--- config.mk ---
export PLATFORM = sky130hd
export DESIGN_NAME = mem_arbiter
export DESIGN_NICKNAME = d
export VERILOG_FILES = /design/src/rtl/mem_arbiter_pkg.sv /design/src/rtl/mem_arbiter_resp_tag_pipe.sv /design/src/rtl/mem_arbiter.sv
export SDC_FILE = /design/constraint.sdc
export NUM_CORES = 1
export LEC_CHECK = 0
export CAP_MARGIN = 20
export CORE_ASPECT_RATIO = 0.5
export CORE_MARGIN = 8
export CORE_UTILIZATION = 20
export CTS_CLUSTER_SIZE = 12
export DETAILED_ROUTE_END_ITERATION = 8
export GPL_TIMING_DRIVEN = 0
export PLACE_DENSITY = 0.84
export RECOVER_POWER = 100
export SLEW_MARGIN = 25
export SYNTH_ARGS = -nofsm -noshare
export SYNTH_HDL_FRONTEND = slang
export SYNTH_SLANG_ARGS = --single-unit
--- constraint.sdc ---
create_clock -name clk -period 1.6 [get_ports clk]
set_clock_uncertainty 0.05 [all_clocks]
set_input_delay 0.24 -clock clk [delete_from_list [all_inputs] [get_ports clk]]
set_output_delay 0.24 -clock clk [all_outputs]
set_load 0.03 [all_outputs]
--- src/rtl/mem_arbiter_pkg.sv ---
// mem_arbiter_pkg: owner encoding, response-tag type and default memory latency
package mem_arbiter_pkg;
   localparam logic OWNER_IF = 1'b0;
   localparam logic OWNER_D = 1'b1;
   localparam int DEFAULT_MEM_LATENCY = 1;
   typedef struct packed {
      logic valid;
      logic owner;
   } resp_tag_t;
endpackage

--- src/rtl/mem_arbiter_resp_tag_pipe.sv ---
// resp_tag_pipe: DEPTH-stage shift register carrying read tags alongside the memory latency
module resp_tag_pipe import mem_arbiter_pkg::*; #(
   parameter int DEPTH = DEFAULT_MEM_LATENCY
) (
   input  logic      clk,
   input  logic      reset,
   input  resp_tag_t tag_in,
   output resp_tag_t tag_out
);
   resp_tag_t stages [DEPTH];
   always_ff @(posedge clk) begin
      if (reset) begin
         for (int i = 0; i < DEPTH; i++) stages[i] <= '0;
      end else begin
         stages[0] <= tag_in;
         for (int i = 1; i < DEPTH; i++) stages[i] <= stages[i-1];
      end
   end
   assign tag_out = stages[DEPTH-1];
endmodule

--- src/rtl/mem_arbiter.sv ---
// mem_arbiter: data-priority arbiter for fetch/data ports sharing one synchronous memory.
// Define MEM_ARB_STARVE_EN to force a fetch grant after STARVE_LIMIT denied fetch cycles.
module mem_arbiter import mem_arbiter_pkg::*; #(
   parameter int ADDR_WIDTH   = 32,
   parameter int DATA_WIDTH   = 32,
   parameter int MEM_LATENCY  = DEFAULT_MEM_LATENCY,
   parameter int STARVE_LIMIT = 4
) (
   input  logic                    clk,
   input  logic                    reset,
   input  logic                    if_req,
   input  logic [ADDR_WIDTH-1:0]   if_addr,
   output logic                    if_gnt,
   output logic                    if_rvalid,
   output logic [DATA_WIDTH-1:0]   if_rdata,
   input  logic                    d_req,
   input  logic                    d_we,
   input  logic [ADDR_WIDTH-1:0]   d_addr,
   input  logic [DATA_WIDTH-1:0]   d_wdata,
   input  logic [DATA_WIDTH/8-1:0] d_be,
   output logic                    d_gnt,
   output logic                    d_rvalid,
   output logic [DATA_WIDTH-1:0]   d_rdata,
   output logic                    mem_en,
   output logic                    mem_we,
   output logic [ADDR_WIDTH-1:0]   mem_addr,
   output logic [DATA_WIDTH-1:0]   mem_wdata,
   output logic [DATA_WIDTH/8-1:0] mem_be,
   input  logic [DATA_WIDTH-1:0]   mem_rdata
);
   logic force_if;
   resp_tag_t tag_in, tag_out;
`ifdef MEM_ARB_STARVE_EN
   localparam int SW = STARVE_LIMIT > 0 ? $clog2(STARVE_LIMIT + 1) : 1;
   logic [SW-1:0] starve_cnt;
   assign force_if = starve_cnt == SW'(STARVE_LIMIT);
   always_ff @(posedge clk) begin
      if (reset || !if_req || if_gnt) starve_cnt <= '0;
      else if (!force_if) starve_cnt <= starve_cnt + SW'(1);
   end
`else
   assign force_if = 1'b0;
`endif
   always_comb begin
      d_gnt     = !reset && d_req && !(if_req && force_if);
      if_gnt    = !reset && if_req && !d_gnt;
      mem_en    = d_gnt || if_gnt;
      mem_we    = d_gnt && d_we;
      mem_addr  = d_gnt ? d_addr : if_addr;
      mem_wdata = d_wdata;
      mem_be    = d_gnt ? d_be : if_gnt ? '1 : '0;
      tag_in    = '{valid: mem_en && !mem_we, owner: d_gnt ? OWNER_D : OWNER_IF};
   end
   resp_tag_pipe #(.DEPTH(MEM_LATENCY)) u_pipe (
      .clk(clk), .reset(reset), .tag_in(tag_in), .tag_out(tag_out)
   );
   assign if_rvalid = tag_out.valid && tag_out.owner == OWNER_IF;
   assign d_rvalid  = tag_out.valid && tag_out.owner == OWNER_D;
   assign if_rdata  = mem_rdata;
   assign d_rdata   = mem_rdata;
endmodule

==> results of run 1 <==
==> cells in the mapped netlist <==
cell      number
inv_1          2
nand2b_1       1
buf_6          5
a21oi_1        5
nor2b_1        1
and2_1         2
nor2_1         3
or2b_1         1
mux2_2         4
buf_4         96
mux2_4        28
nand2b_4       1
nand2_1        4
dfxtp_1        2
==> cells by family after synthesis <==
kind of cell,Yosys count,synth area share
compound gates,5,0.0180
buf+inv,103,0.565
flops,2,0.0289
mux,32,0.335
simple gates,13,0.0523
==> worst max-delay path by stage <==
stage / cells past startpoint / slack [ns] / start / endpoint
final: 3 / 0.04 / if_addr[0] / mem_addr[0]
after global routing: 4 / 0.002 / if_req / mem_be[1]
after CTS: 6 / -0.0005 / reset / mem_addr[9]
after detailed placement: 6 / -0.93 / d_req / mem_addr[4]
after global placement: 6 / -0.94 / d_req / mem_addr[5]
after floorplan: 6 / 0.006 / reset / mem_we
==> per-stage QoR <==
| step | TNS [ns] | instance area (µm²) | worst slack [ns] | instances |
|---|---|---|---|---|
| after global placement | -33.01 | 3590 | -0.935 | 456 |
| after detailed placement | -32.78 | 3590 | -0.930 | 456 |
| final | 0 | 3520 | 0.0377 | 460 |
| after floorplan | 0 | 1390 | 0.00637 | 155 |
| after global routing | 0 | 3520 | 0.00187 | 460 |
| after CTS | -0.00103 | 3590 | -0.000515 | 460 |
==> power by group <==
group,internal [mW],switching (mW)
Sequential,0.0533,0.00124
Clock,0.317,0.0515
Combinational,0.631,0.626
==> repair_timing <==
item                                    4_1_cts  5_1_grt
resized for setup                           202        6
setup buffers                                 1        1
endpoints found under the setup margin       42        9
gates cloned                                  1        0
==> layout make-up <==
cell class                 count  area, µm²  area share
buffer                       100        774       0.220
clock buffer                   3       75.1      0.0213
inverter                       2       7.51     0.00213
multi-input combinational     50        563       0.160
sequential                     2       40.0      0.0114
tap                           92        115      0.0327
timing repair buffer         211       1950       0.553
==> per-layer routing <==
layer  share of wire  global-route usage
met1            0.35               0.165
met2            0.58               0.281
met5               0                   0
met3           0.058              0.0386
met4          0.0096              0.0259
==> qor.yml, run 1 <==
min_path:
  hp-start: "reset"
  min_to: "u_pipe.stages[0][1]"
  min_path_cells: 2
  hp-class: "primary input to flop"
sta:
  min_period_over_period: 0.976
  holdWs_ns: 0.167
  worstMarginPinSlew_ns: 0.409
  setup_viol: 0
  rsz0062_at_grt: "false"
  slew_viol_final: 0
  timing.final.crit_period_ns: 1.56
  fmax_ghz: 0.640
  hold_viol_final: 0
  relSlewSlack: 0.729
logic_synthesis:
  syn_inst: 155
  syn_area_per_cell_um2: 8.95
  syn-num-nets: 292
  syn-cell-area_um2: 1390
  synth_seq_cells: 2
  yosysTopAreaCellShare: 0.519
  synth.area.top_cells: "buf_4 52%, mux2_4 30%, buf_6 4.1%"
  synth_cell_type_count: 14
  yosysTopAreaCell: "buf_4"
  yosys_warnings: 0
  ys_seq_area_frac: 0.0289
final_layout:
  reg.largest.list: "u_pipe.stages: 2 flops"
  layout-drive-gt1-share: 0.478
  final_cell_mix: "98 x buf_4, 98 x dlygate4sd3_1, 68 x clkdlybuf4s50_1"
  diodes: 0
  n_fill_cell: 633
  area_growth_pct: 154
  nets: 507
  top_register: "u_pipe.stages"
  largest_register_ffs: 2
  final_util: 0.526
global_route:
  grt_max_degree: 11
  overflow: 0
  antenna_found_initial: 0
  grt_use_total: 0.147
  grt_pass1_wl_mm: 11.2
  grt_pass1_vias: 1774
die:
  die_h_um: 74.9
  die_w_um: 134
  start_util: 0.207
  rows: 21
  pin_count: 275
  dieArea_um2: 10000
  design.core.area_um2: 6700
clocking:
  clockBufferDepth: 2
  numCtsBuffers: 3
  cts_num_sinks: 2
  postCtsHoldBufs: 0
  cts_max_level: 1
  cts_tree: "done"
  cts_root_buffer: "clkbuf_16"
  path_clk_slew_ns: 0.03
worst_setup_path:
  critPathSlowestCell: "dlygate4sd3_1"
  critical_path.cell_chain: "dlygate4sd3_1 > mux2_2 > clkbuf_2"
  end_kind: "output pin"
  critPathArrivalTime_ns: 1.27
  cp.required_ns: 1.31
  cp_num_buf_inv: 2
  worst-path-max-fanout: 1
  start_kind: "primary input"
  path_delay_family: "buffers and inverters"
  cp_slowest_stage_delay_ns: 0.58
  critical_path_class: "primary input to output pin"
power_and_ir_drop:
  p_leak_nw: 1.75
  vdd_ir_drop_max_mv: 0.223
  p_per_area_nw_per_um2: 477
  power_mw: 1.68
place:
  port_buffers: 209
  dp_hpwl_mm: 7.83
  gp_congestion: 0.774
route:
  drtAntennaViolNets: 0
  post_drt_wl_per_cell_um: 18.4
  drtPass1Iterations: 4
  vias: 1646
  drc: 0
  viasPerCell: 3.58
  drtIter0Drc: 40
  wl_mm: 8.46
flow_run:
  drv_cap: 0
outcome:
  status: "completed"
No activity file was read; power rests on OpenSTA's default activity.
==> run 2, diff against run 1 <==
Settings changed: TNS_END_PERCENT from default to 20.
==> run 2 against run 1 <==
  * Final cell count fell by 0.22%
  * Hold slack better by 0.0012 ns
  * Die area unchanged
  * The run now ends with setup timing left
  * Clock power hardly changed
==> qor.yml, run 2 (same netlist as run 1, synthesis figures left out) <==
outcome:
  status: "finished, violations left"
  violations: "setup timing"
power_and_ir_drop:
  pwr-share-clk: 0.218  # -0.002
  seqPwrFrac: 0.032  # about the same
  power.internal_mw: 1.01  # +1.2%
  vdd_ir_drop_max_mv: 0.219  # -1.7%
  power.share.combinational: 0.750  # +0.002
  p_leak_nw: 1.76  # +0.50%
  switching_share: 0.401  # -0.00263
  p_per_area_nw_per_um2: 472  # -0.98%
  power_switching_uw: 680  # +0.12%
min_path:
  hp-class: "primary input to flop"
  hp-start: "reset"
  min_path_cells: 2  # unchanged
  min_to: "u_pipe.stages[0][1]"
route:
  viasPerCell: 3.59  # +0.28%
  drtIter0Drc: 34  # -15%
  drc: 0  # unchanged
  drtPass1Iterations: 4  # unchanged
  vias: 1647  # +0.061%
  wl_mm: 8.55  # +0.99%
  post_drt_wl_per_cell_um: 18.6  # +1.2%
  drtAntennaViolNets: 0  # unchanged
die:
  die_h_um: 74.9  # unchanged
  dieArea_um2: 10000  # unchanged
  design.core.area_um2: 6700  # unchanged
  die_w_um: 134  # unchanged
  pin_count: 275  # unchanged
  rows: 21  # unchanged
  start_util: 0.207  # unchanged
clocking:
  cts_num_sinks: 2  # unchanged
  cts_setup_buffers: 0  # -1
  cts_root_buffer: "clkbuf_16"
  path_clk_slew_ns: 0.03  # about the same
  cts_tree: "done"
  clockBufferDepth: 2  # unchanged
  cts_max_level: 1  # unchanged
  numCtsBuffers: 3  # unchanged
global_route:
  grt_use_total: 0.148  # +0.00144
  grt_pass1_vias: 1790  # +0.90%
  grt_pass1_wl_mm: 11.3  # +1.0%
  grt_max_degree: 11  # unchanged
  antenna_found_initial: 0  # unchanged
  overflow: 0  # unchanged
worst_setup_path:
  end_kind: "output pin"
  start_kind: "primary input"
  worst-path-max-fanout: 10  # +9
  critical_path_class: "primary input to output pin"
  cp.required_ns: 1.31  # about the same
  critPathArrivalTime_ns: 1.36  # +0.09 ns
sta:
  fmax_ghz: 0.606  # -5.3%
  timing.final.crit_period_ns: 1.65  # +0.0882 ns
  hold_viol_final: 0  # unchanged
  min_period_over_period: 1.03  # +0.0551
  setup_viol: 11  # +11
  slew_viol_final: 0  # unchanged
  relSlewSlack: 0.756  # +0.0273
  setup_ws_ns: -0.0505  # -0.0882 ns
  worstMarginPinSlew_ns: 0.365  # -0.0439 ns
  rsz0062_at_grt: "true"
final_layout:
  reg.largest.list: "u_pipe.stages: 2 flops"
  layout-drive-gt1-share: 0.480  # +0.00130
  top_register: "u_pipe.stages"
  largest_register_ffs: 2  # unchanged
  final_util: 0.535  # +0.00934
  area_growth_pct: 158
  diodes: 0  # unchanged
  final_cell_mix: "97 x buf_4, 97 x dlygate4sd3_1, 69 x clkdlybuf4s50_1"
  final_cells: 459  # -0.22%
  nets: 506  # -0.20%
place:
  gp_congestion: 0.774  # unchanged
  dp_hpwl_mm: 7.83  # unchanged
  port_buffers: 209  # unchanged
  post-place-cells: 456  # unchanged
flow_run:
  drv_cap: 0  # unchanged
## run 2: how the worst max path moves through the flow
| stage | start | endpoint | slack, ns |
|---|---|---|---|
| floorplan | reset | mem_we | 0.006 |
| global placement | d_req | mem_addr[5] | -0.94 |
| detailed placement | d_req | mem_addr[4] | -0.93 |
| CTS | d_req | mem_addr[17] | -0.06 |
| global route | d_req | mem_addr[22] | -0.09 |
| finish | d_req | mem_addr[22] | -0.05 |
## run 2: power groups by stage
stage / Clock [mW] / Sequential, mW / Combinational (mW)
6_report: 0.369 / 0.0545 / 1.27
5_1_grt: 0.381 / 0.0550 / 1.32
4_1_cts: 0.373 / 0.0544 / 1.34
3_5_place_dp: 0 / 0.0549 / 1.37
3_3_place_gp: 0 / 0.0547 / 1.36
2_1_floorplan: 0 / 0.0546 / 0.770
## run 2: critical path, cell delays in order
cell and delay [ns]:
buf_2 0.15, nand2b_4 0.19, buf_12 0.18, mux2_4 0.30, clkdlybuf4s15_2 0.29
## run 2: layout make-up
type	instances	area (µm²)
repair buffers	210	1990
clock buffers	3	75.1
flip-flops and latches	2	40.0
plain buffers	100	792
multi-input cells	50	563
well taps	92	115
fillers	625	3110
inverters	2	7.51
## run 2: through the flow
step	setup TNS [ns]	total power [mW]	hold WS [ns]	cell area, µm²	setup WS [ns]
after floorplan	0	0.824	0.361	1390	0.00637
after global placement	-33.01	1.42	0.384	3590	-0.935
after detailed placement	-32.78	1.43	0.388	3590	-0.930
after CTS	-0.791	1.77	0.168	3630	-0.0588
after global routing	-1.21	1.76	0.186	3590	-0.0922
final	-0.341	1.69	0.168	3590	-0.0505
## run 2: timing repair
item,4_1_cts,5_1_grt
hold buffers,0,0
resized for setup,160,18
setup endpoints to repair,42,21
gates cloned,1,0
## run 2: metal layers
layer / GRT usage / routed length (µm)
met1: 0.166 / 2950
met2: 0.286 / 4940
met3: 0.0373 / 574
met4: 0.0259 / 81
met5: 0 / 0
